--- src/rtl/reg_write_buffer.sv ---
// reg_write_buffer: queues register write-back requests in a small FIFO and drains one entry
// per enabled cycle onto the register file write port. Combinational bypass lookups expose
// pending writes (buffered entries plus the output stage) to the read side.
//
// Optional feature: define WB_COALESCE_EN to merge a push into the youngest buffered entry
// that targets the same register instead of allocating a new slot.
//
// Ports:
//   clk, rst             clock, synchronous active-low reset
//   in_valid/in_ready    request handshake; in_reg/in_data carry the write
//   drain_en             register file port available this cycle
//   write_reg/_data/_en  registered register file write port
//   lookup_reg1/2        bypass lookup indices; hit1/2, hit_data1/2 results
//   count, full, empty   FIFO occupancy (output stage excluded)
module reg_write_buffer #(
  parameter int unsigned WORD_LENGTH = 16,
  parameter int unsigned ID_LENGTH   = 4,
  parameter int unsigned DEPTH       = 4
) (
  input  logic                     clk,
  input  logic                     rst,
  input  logic                     in_valid,
  output logic                     in_ready,
  input  logic [ID_LENGTH-1:0]     in_reg,
  input  logic [WORD_LENGTH-1:0]   in_data,
  input  logic                     drain_en,
  output logic [ID_LENGTH-1:0]     write_reg,
  output logic [WORD_LENGTH-1:0]   write_data,
  output logic                     write_reg_en,
  input  logic [ID_LENGTH-1:0]     lookup_reg1,
  input  logic [ID_LENGTH-1:0]     lookup_reg2,
  output logic                     hit1,
  output logic                     hit2,
  output logic [WORD_LENGTH-1:0]   hit_data1,
  output logic [WORD_LENGTH-1:0]   hit_data2,
  output logic [$clog2(DEPTH):0]   count,
  output logic                     full,
  output logic                     empty
);

  localparam int unsigned PtrW = $clog2(DEPTH);
  localparam int unsigned CntW = PtrW + 1;

  typedef enum logic [1:0] {StEmpty, StPartial, StFull} state_e;

  state_e state_q, state_d;

  logic [ID_LENGTH-1:0]   mem_reg_q  [DEPTH];
  logic [WORD_LENGTH-1:0] mem_data_q [DEPTH];
  logic [PtrW-1:0]        head_q, tail_q;
  logic [CntW-1:0]        count_q, count_d;
  logic [ID_LENGTH-1:0]   write_reg_q;
  logic [WORD_LENGTH-1:0] write_data_q;
  logic                   write_reg_en_q;

  logic                   push, pop, alloc, coal_hit;
  logic [PtrW-1:0]        slot_idx   [DEPTH];
  logic                   slot_valid [DEPTH];

  assign in_ready = rst & (state_q != StFull);
  assign push     = in_valid & in_ready;
  assign pop      = (state_q != StEmpty) & drain_en;
  // Register 0 is hardwired, so its writes are accepted but never stored.
  assign alloc    = push & (in_reg != '0) & ~coal_hit;

  // Slot i is the i-th oldest buffered entry.
  always_comb begin
    for (int i = 0; i < DEPTH; i++) begin
      slot_idx[i]   = head_q + PtrW'(i);
      slot_valid[i] = CntW'(i) < count_q;
    end
  end

`ifdef WB_COALESCE_EN
  logic [PtrW-1:0] coal_idx;

  // Scan oldest to youngest so the youngest match wins. The head is excluded while it is
  // popping, since it leaves the buffer at this edge.
  always_comb begin
    coal_hit = 1'b0;
    coal_idx = '0;
    for (int i = 0; i < DEPTH; i++) begin
      if (slot_valid[i] && (mem_reg_q[slot_idx[i]] == in_reg) && !(i == 0 && pop)) begin
        coal_hit = 1'b1;
        coal_idx = slot_idx[i];
      end
    end
  end

  always_ff @(posedge clk) begin
    if (alloc) begin
      mem_reg_q[tail_q]  <= in_reg;
      mem_data_q[tail_q] <= in_data;
    end else if (push && (in_reg != '0) && coal_hit) begin
      mem_data_q[coal_idx] <= in_data;
    end
  end
`else
  assign coal_hit = 1'b0;

  always_ff @(posedge clk) begin
    if (alloc) begin
      mem_reg_q[tail_q]  <= in_reg;
      mem_data_q[tail_q] <= in_data;
    end
  end
`endif

  always_comb begin
    count_d = count_q;
    unique case ({alloc, pop})
      2'b10:   count_d = count_q + CntW'(1);
      2'b01:   count_d = count_q - CntW'(1);
      default: count_d = count_q;
    endcase
  end

  always_ff @(posedge clk) begin
    if (!rst) begin
      head_q         <= '0;
      tail_q         <= '0;
      count_q        <= '0;
      write_reg_en_q <= 1'b0;
      write_reg_q    <= '0;
      write_data_q   <= '0;
    end else begin
      if (alloc) tail_q <= tail_q + PtrW'(1);
      if (pop)   head_q <= head_q + PtrW'(1);
      count_q        <= count_d;
      write_reg_en_q <= pop;
      if (pop) begin
        write_reg_q  <= mem_reg_q[head_q];
        write_data_q <= mem_data_q[head_q];
      end
    end
  end

  // Occupancy FSM: state register.
  always_ff @(posedge clk) begin
    if (!rst) state_q <= StEmpty;
    else      state_q <= state_d;
  end

  // Occupancy FSM: next state.
  always_comb begin
    state_d = state_q;
    unique case (state_q)
      StEmpty: begin
        if (alloc) state_d = StPartial;
      end
      StPartial: begin
        if (alloc && !pop && (count_q == CntW'(DEPTH - 1))) state_d = StFull;
        else if (pop && !alloc && (count_q == CntW'(1)))   state_d = StEmpty;
      end
      StFull: begin
        if (pop && !alloc) state_d = StPartial;
      end
      default: state_d = StEmpty;
    endcase
  end

  // Occupancy FSM: outputs.
  always_comb begin
    full  = (state_q == StFull);
    empty = (state_q == StEmpty);
  end

  assign count        = count_q;
  assign write_reg    = write_reg_q;
  assign write_data   = write_data_q;
  assign write_reg_en = write_reg_en_q;

  // Bypass: output stage has lowest priority, then buffered entries oldest to youngest so the
  // youngest match overrides.
  always_comb begin
    hit1      = 1'b0;
    hit2      = 1'b0;
    hit_data1 = '0;
    hit_data2 = '0;
    if (write_reg_en_q) begin
      if ((lookup_reg1 != '0) && (write_reg_q == lookup_reg1)) begin
        hit1      = 1'b1;
        hit_data1 = write_data_q;
      end
      if ((lookup_reg2 != '0) && (write_reg_q == lookup_reg2)) begin
        hit2      = 1'b1;
        hit_data2 = write_data_q;
      end
    end
    for (int i = 0; i < DEPTH; i++) begin
      if (slot_valid[i] && (lookup_reg1 != '0) && (mem_reg_q[slot_idx[i]] == lookup_reg1)) begin
        hit1      = 1'b1;
        hit_data1 = mem_data_q[slot_idx[i]];
      end
      if (slot_valid[i] && (lookup_reg2 != '0) && (mem_reg_q[slot_idx[i]] == lookup_reg2)) begin
        hit2      = 1'b1;
        hit_data2 = mem_data_q[slot_idx[i]];
      end
    end
  end

endmodule

--- config.mk ---
export PLATFORM = sky130hd
export DESIGN_NAME = reg_write_buffer
export DESIGN_NICKNAME = d
export VERILOG_FILES = /design/src/rtl/reg_write_buffer.sv
export SDC_FILE = /design/constraint.sdc
export NUM_CORES = 1
export LEC_CHECK = 0
export CAP_MARGIN = 20
export CELL_PAD_IN_SITES_DETAIL_PLACEMENT = 1
export CELL_PAD_IN_SITES_GLOBAL_PLACEMENT = 1
export CORE_ASPECT_RATIO = 1.1
export CORE_MARGIN = 5
export CORE_UTILIZATION = 43
export CTS_CLUSTER_SIZE = 40
export DETAILED_ROUTE_END_ITERATION = 8
export GPL_ROUTABILITY_DRIVEN = 0
export MAX_ROUTING_LAYER = met4
export PLACE_DENSITY_LB_ADDON = 0.1
export RECOVER_POWER = 100
export SYNTH_ARGS = -nofsm -noshare
export SYNTH_HDL_FRONTEND = slang
export SYNTH_SLANG_ARGS = --single-unit
--- constraint.sdc ---
create_clock -name clk -period 3.5 [get_ports clk]
set_input_delay 0.7 -clock clk [delete_from_list [all_inputs] [get_ports clk]]
set_output_delay 0.7 -clock clk [all_outputs]
set_load 0.01 [all_outputs]
==> metrics.cfg <==
[outcome]
outcome = finished, violations left
violations = setup timing

[timing]
final.min_clock_period_ns = 3.75
final.period_utilization_pct = 107
slew_headroom_pct = 16.1
post_route_worst_hold_slack_ns = 0.518
tightestPinTransition_ns = 1.26
finalMaxSlewViolations = 0
setup_total_negative_slack_ns = -5.38
report.final.hold_viol_count = 0
worst_slack_ns = -0.252
max_clock_freq_mhz = 267
rsz0062_at_grt = yes
setup-violations-final = 32
clock-skew-final_ns = 0.0104

[yosys]
post_synth_xor_area_fraction_pct = 4.25
yosys-top-cells-area = sky130_fd_sc_hd__edfxtp_1, sky130_fd_sc_hd__mux2i_1, sky130_fd_sc_hd__mux4_2, sky130_fd_sc_hd__dfxtp_1, sky130_fd_sc_hd__nand2_1
syn-instance-count = 748
synth_nets = 789
synth.lib_cells_used.distinct = 51
post_synth_instance_area_mm2 = 0.00805
ys_seq_elements = 112
synth_edf_count = 80
synth_warnings = 0
synth_top_family_by_area = multiplexers
simple_gate_share_of_the_synthesized_area_pct = 12.2
synth.avg_cell_area_um2 = 10.8
muxShareOfSynthArea_pct = 25.0
synth_top_area_share_pct = 29.9
synth-compound-area-share_pct = 14.2
sequential_cell_area_fraction_in_the_yosys_report_pct = 37.8
asyncSetResetFlopFracSynth_pct = 0
synth_top_area_cell = sky130_fd_sc_hd__edfxtp_1
yosysMostFrequentCell = sky130_fd_sc_hd__mux2i_1
yosys-top-cells-count = sky130_fd_sc_hd__mux2i_1, sky130_fd_sc_hd__nand2_1, sky130_fd_sc_hd__edfxtp_1
yosys.area_share.adder_pct = 1.40
dominantRegCellSynth = sky130_fd_sc_hd__edfxtp_1

[power]
clkPwrFrac_pct = 33.0
combinational_power_share_pct = 18.8
internal_power_mw = 2.22
seq_power_share_pct = 48.2
p_per_area_mw_per_mm2 = 298
net-switching-power_mw = 0.898
worst_ir_drop_vdd_v = 0.000201
switching_share_pct = 28.8
cellLeakagePower_nw = 3.84

[route]
detail_route.iter0.violations = 353
wl_per_cell_um = 22.9
drtPass1Iterations = 5
remaining_drc_errors = 0
route.final.wire_length_um = 26100
number_of_nets_still_failing_antenna_checks_after_routing = 0
via_count = 6746
number_of_vias_per_cell_after_detailed_routing = 5.92

[hold_path]
timing.hold.worst.class = reg -> reg

[setup_path]
timing.critical_path.arrival_ns = 3.05
worstPathMaxFanout = 9
crit_path_end_kind = primary output
critPathRequiredTime_ns = 2.80
path_class = reg -> out
setup_crit_start_kind = flip-flop
setup.reg_to_reg.worst_slack_ns = 0.56

[floorplan]
core_region_mm2 = 0.0184
std_cell_rows = 52
floorplan.initialDensity_pct = 43.7
overall_die_height_um = 153
num_io_pins = 93
fp.dieW_um = 140
floorplan.die_area_mm2 = 0.0216

[run]
max_cap_viol_count = 0

[clocking]
clk_transition_reported_paths_ns = 0.08
buffer_levels_on_the_longest_clock_path = 2
cts.hold.buffers_added = 0
cts_tree = yes
cts_sink_count = 112
root_buffer = sky130_fd_sc_hd__clkbuf_16
cts-htree-levels = 3
cts_buffers = 9
skew_pair_late_insertion_delay_ns = 0.36

[placed_design]
pre_cts_slack_ns = -0.664
port-buffer-count = 92
dp_hpwl_um = 19200

[layout]
layout-area-overhead-vs-synth_pct = 30.1
nets = 931
final_core_util_pct = 56.8
largest_register_ffs = 64
max_flop_register = mem_data_q
drive_gt1_share_pct = 30.1

[global_route]
antenna_found_initial = 1
grt_max_degree = 83
grt_pass1_vias = 7043
global_route_wire_length_before_repair_um = 40300
globalRouteOverflowTotal = 0
total_global_routing_track_utilization_pct = 24.2

worst max-delay path, stage by stage (launching register included):
cell and delay [ns]:
sky130_fd_sc_hd__edfxtp_1 0.42, sky130_fd_sc_hd__mux4_2 0.55, sky130_fd_sc_hd__or3_4 0.41, sky130_fd_sc_hd__a211oi_4 0.27, sky130_fd_sc_hd__buf_4 0.16, sky130_fd_sc_hd__a21oi_2 0.06, sky130_fd_sc_hd__buf_12 0.15, sky130_fd_sc_hd__buf_12 0.14
sky130_fd_sc_hd__a221oi_4 0.26, sky130_fd_sc_hd__o31ai_2 0.10, sky130_fd_sc_hd__buf_2 0.16
cell families after synthesis:
group,count (synthesis)
compound gates,144
flops,112
xor+xnor,39
mux,160
simple gates,210
buf+inv,74
fa+ha+maj,9
layer usage:
layer | share of wire [%] | track usage [%] | routed length (um)
met4 | 1.0 | 4.57 | 267
met1 | 46 | 33.3 | 12100
met3 | 6.0 | 5.22 | 1570
met2 | 47 | 37.4 | 12100
met5 | 0 | - | 0
placed cells by master, fill, tap and decap left out, types with 19 or more instances in the layout:
cell                              n
sky130_fd_sc_hd__buf_4           75
sky130_fd_sc_hd__dfxtp_1         30
sky130_fd_sc_hd__dlygate4sd3_1   48
sky130_fd_sc_hd__nor2_1          41
sky130_fd_sc_hd__edfxtp_1        80
sky130_fd_sc_hd__buf_12          19
sky130_fd_sc_hd__xor2_1          22
sky130_fd_sc_hd__mux2i_1        113
sky130_fd_sc_hd__o21ai_0         39
sky130_fd_sc_hd__mux4_2          31
sky130_fd_sc_hd__a21boi_0        21
sky130_fd_sc_hd__nand2_1         84
sky130_fd_sc_hd__buf_2           33
power by group through the flow:
| stage | Clock (mW) | Sequential, mW | Combinational, mW |
|---|---|---|---|
| 3_5_place_dp | 0 | 1.53 | 0.561 |
| 4_1_cts | 1.05 | 1.50 | 0.578 |
| 5_1_grt | 1.11 | 1.51 | 0.629 |
| 2_1_floorplan | 0 | 1.52 | 0.318 |
| 3_3_place_gp | 0 | 1.52 | 0.537 |
| 6_report | 1.03 | 1.50 | 0.586 |
area by class of cell:
| class | count | area, um^2 |
|---|---|---|
| fillers | 1968 | 7950 |
| clock inverters | 7 | 70.1 |
| inverters | 8 | 30.0 |
| multi-input cells | 562 | 4960 |
| repair buffers | 197 | 1820 |
| clock buffers | 9 | 225 |
| flip-flops and latches | 112 | 3050 |
| well taps | 243 | 304 |
| diodes | 1 | 2.50 |
stage by stage:
stage	instances	total power, mW	instance area (um^2)
6_report	1139	3.12	10500
5_1_grt	1139	3.25	10500
4_1_cts	1125	3.13	10200
3_5_place_dp	1095	2.09	9680
3_3_place_gp	1095	2.06	9680
2_1_floorplan	748	1.84	8050
what timing repair did:
item | 4_1_cts | 5_1_grt
gates cloned | 1 | 1
setup buffers | 13 | 12
pin swaps | 26 | 10
resized for setup | 183 | 32
endpoints found under the setup margin | 34 | 34
final timing paths:
| path | from | to | cells past startpoint |
|---|---|---|---|
| worst max-delay path | mem_reg_q[2][2] | hit_data2[7] | 10 |
| worst min-delay path | tail_q[1] | tail_q[1] | 2 |
| worst max register to register | state_q[1] | count[2] | 7 |
| worst min register to register | tail_q[1] | tail_q[1] | 2 |
Note: power is estimated with default switching activity, not from simulation.
==> edit 1, RTL diff (same settings) <==
Register the output `count` once more, without a reset; this adds one clock of latency there. The other outputs are not delayed to match.
--- a/src/rtl/reg_write_buffer.sv
+++ b/src/rtl/reg_write_buffer.sv
@@ -166,5 +166,7 @@
   end
 
-  assign count        = count_q;
+  always_ff @(posedge clk) begin
+    count <= count_q;
+  end
   assign write_reg    = write_reg_q;
   assign write_data   = write_data_q;
Function: changed (Yosys sat finds a counterexample within 4 cycles, from zero or initial values and one cycle with rst low).
==> edit 1 against the original RTL <==
The flow finishes with violations (capacitance limit, slew limit, setup timing); cell count up 3.1%; setup slack worse by 0.14 ns; routed wire length up 14%; combinational power up 9.0%; fmax down 3.5%; first-iteration DRC count up 71%; power up 26%; sequential cell count up 3; sequential share of layout area down 1.4 points; utilization up 3.9 points; design area up 7.2%; die area up 0.67%; area after synthesis up 0.72%.
==> edit 1: results (changes against the original RTL) <==
metric	value	unit	change
outcome	finished with violations		
violations	capacitance limit, slew limit, setup timing		
fin_ws	-0.3870	ns	-0.1353 ns
maxCapViolCount	1		+1
dpl_cell_area	9768	um^2	+0.89%
min_to	count[1]		
critPathCapture	hit_data1[13]		
p_sw	0.001098	W	+22%
drtIter0Drc	604		+71%
crit_fanout	6		-3
grt_pass1_vias	7307		+3.7%
postSynthCellCount	751		+0.40%
synth_area_leaders	edfxtp_1 (30%), mux2i_1 (14%), dfxtp_1 (8.6%)		
antenna_found_initial	0		-1
tightest_slew	1.534	ns	+0.2753 ns
ys_seq_area_share	38.29	%	+0.47 points
cts_buffers	17		+8
setup_violations	33		+3.1%
nFillCells	1941		-1.4%
r2r-start	state_q[0]		
antennaDiodeCount	0		-1
cts_resized	187		+2.2%
clk-insertion-delay-late	0.43	ns	+0.07 ns
drive_gt1_share	34.26	%	+4.2 points
routedWlPerCell	25.39	um	+11%
finalNetCount	959		+3.0%
setup.worst_path.start	mem_reg_q[3][2]		
leakagePower	4.037	nW	+5.1%
skew	0.01587	ns	+0.005496 ns
dp_slack	-0.6060	ns	+0.05769 ns
min_path_cells	0		-2
hpwl	19550	um	+1.8%
cts_setup_buffers	18		+5
place_inst	1102		+0.64%
fin_tns_setup	-9.244	ns	-3.865 ns
vias_per_cell	6.095		+2.9%
report.final.slew_viol_count	32		+32
reg2reg_slack	1.03	ns	+0.47 ns
whs	0.4952	ns	-0.02274 ns
reg2reg_depth	8		+1
grt.total_usage	25.96	%	+1.7 points
crit_family	buffers and inverters		
p_seq	0.00155	W	+3%
grt_max_degree	76		-8.4%
hold_path.class	reg -> reg		
htreeDepth	4		+1
synth.net_count	792		+0.38%
irDropWorstVdd	383.2	uV	+91%
r2r_end	count_q[2]		
hp-start	count_q[1]		
==> edit 1: layout make-up <==
type / count / area (um^2) / share of cell area (%)
clock buffer: 17 / 425.4 / 3.791
clock inverter: 15 / 157.7 / 1.405
inverter: 8 / 30.03 / 0.2676
multi-input combinational: 562 / 5115 / 45.58
sequential: 115 / 3112 / 27.73
tap: 243 / 304.0 / 2.710
timing repair buffer: 214 / 2077 / 18.51
==> edit 1: cell families (layout without fill, tap and decap cells) <==
logic type	count (synthesis)	count (layout)	share of synthesized area [%]
flip-flops	115	115	38.29
XOR/XNOR	39	39	4.215
AND/OR/NAND/NOR	210	210	12.12
adder cells (fa/ha/maj)	9	9	1.390
AO/OA/AOI/OAI	144	144	14.08
multiplexers	160	160	24.80
buffers and inverters	74	254	5.110
==> edit 1: metal layers <==
layer  vias to the layer above  GRT usage (%)  routed length [um]
met5                         -              -                   0
met4                         0          6.138                 554
met3                        42          4.256                1533
li1                       3188              -                   -
met1                      3689          34.88               13260
met2                       237          41.35               14460
==> edit 2, RTL diff (config.mk and constraints unchanged) <==
Without the edit above. Change the parameter `WORD_LENGTH` from 16 to 32.
--- a/src/rtl/reg_write_buffer.sv
+++ b/src/rtl/reg_write_buffer.sv
@@ -14,5 +14,5 @@
 //   count, full, empty   FIFO occupancy (output stage excluded)
 module reg_write_buffer #(
-  parameter int unsigned WORD_LENGTH = 16,
+  parameter int unsigned WORD_LENGTH = 32,
   parameter int unsigned ID_LENGTH   = 4,
   parameter int unsigned DEPTH       = 4
Interface: changed (resized hit_data1, hit_data2, in_data and write_data); port bits go from 93 to 157. No check against the original RTL was run, so the function may have changed too.
==> edit 2 against the original RTL <==
The flow finishes with violations (capacitance limit, slew limit, setup timing); design area is 76% higher; setup slack worse by 0.34 ns; routed wire length rose by 100%; power is 86% higher; via count up 75%; fmax fell by 8.3%; sequential cell count rose by 80; area after synthesis grew 63%; critical path type unchanged; largest cell class unchanged.
==> edit 2: results (changes against the original RTL) <==
metric	value	unit	change
fin_tns_setup	-31.40	ns	-26.02 ns
leakagePower	6.448	nW	+68%
drtIter0Drc	1084		+210%
synth.net_count	1071		+36%
drive_gt1_share	50.23	%	+20 points
p_sw	0.001594	W	+78%
dp_slack	-0.7664	ns	-0.1028 ns
first_pass_iters	6		+1
num_vias	11810		+75%
grt_pass1_wl	75810	um	+88%
met1Wirelength	19360	um	+60%
synth.distinct_cells	57		+12%
finalNetCount	1352		+45%
tightest_slew	1.785	ns	+0.5256 ns
clk-insertion-delay-late	0.45	ns	+0.09 ns
port_buffers	156		+70%
violations	capacitance limit, slew limit, setup timing		
vias_per_cell	6.859		+16%
place_inst	1601		+46%
clockPowerShare	35.2	%	+2.2 points
syn_area_per_cell	12.93	um^2	+20%
synth-edff-count	144		+80%
dr_wl_met3	4099	um	+160%
pg_clk	0.00204	W	+98%
report.final.slew_viol_count	13		+13
cts_buffers	17		+8
skew	0.01866	ns	+0.008286 ns
outcome	finished with violations		
grt_pass1_vias	12060		+71%
ys_top_cells_by_count	edfxtp_1 (144), mux4_2 (144), nand2_1 (91)		
hpwl	30520	um	+59%
antenna_found_initial	0		-1
fin_ws	-0.5900	ns	-0.3382 ns
largest_register_ffs	128		+100%
maxCapViolCount	1		+1
crit_fanout	7		-2
power_frac_seq	44.7	%	-3.5 points
setup_violations	66		+110%
irDropWorstVdd	278.2	uV	+38%
[edit 2: changes by cell type in the layout (fill, tap and decap cells not counted), moves of 37 or more]
cell	change
mux4_2	+113
edfxtp_1	+64
buf_6	+37
mux2i_1	-109
buf_4	+52
[edit 2: cell type report]
type                       count  area [um^2]
inverter                      10        37.54
timing repair buffer         375         3613
sequential                   192         5298
clock buffer                  19        464.2
multi-input combinational    699         8304
clock inverter                13        146.4
tap                          414        518.0
fill                        2926        11880
[edit 2: timing repair]
item                       CTS  global route
pin swaps                   56            33
gates cloned                 6             1
buffers inserted            61            27
setup endpoints to repair   66            66
gates resized for setup    419            88
[edit 2: cells by family after synthesis]
family	after synthesis	synth area share, %
compound gates	259	17.33
simple gates	243	9.267
flops	192	40.31
mux	153	25.44
buf+inv	123	4.447
xor+xnor	35	2.338
fa+ha+maj	9	0.8590
[edit 2: worst max-delay path, stage by stage (launching register included)]
cell and delay (ns):
dfxtp_4 0.42, buf_4 0.14, buf_4 0.11, buf_12 0.10
mux4_2 0.54, buf_4 0.16, nand2_1 0.09, a2bb2oi_2 0.19
or2_4 0.18, nand2b_4 0.09, buf_12 0.16, o31ai_1 0.32
buf_4 0.20, clkdlybuf4s15_2 0.22
[edit 2: final timing paths]
check / startpoint / to / slack (ns) / depth (start not counted)
max: head_q[0] / hit_data2[1] / -0.59 / 13
min reg2reg: tail_q[1] / tail_q[1] / 0.51 / 2
max reg2reg: state_q[0] / write_data[1] / 0.25 / 5
min: tail_q[1] / tail_q[1] / 0.51 / 2
[edit 2: layer usage]
layer,vias to the layer above,track usage [%]
met1,6052,36.25
met3,227,4.602
met5,-,-
li1,4771,-
met4,0,13.57
met2,762,51.22
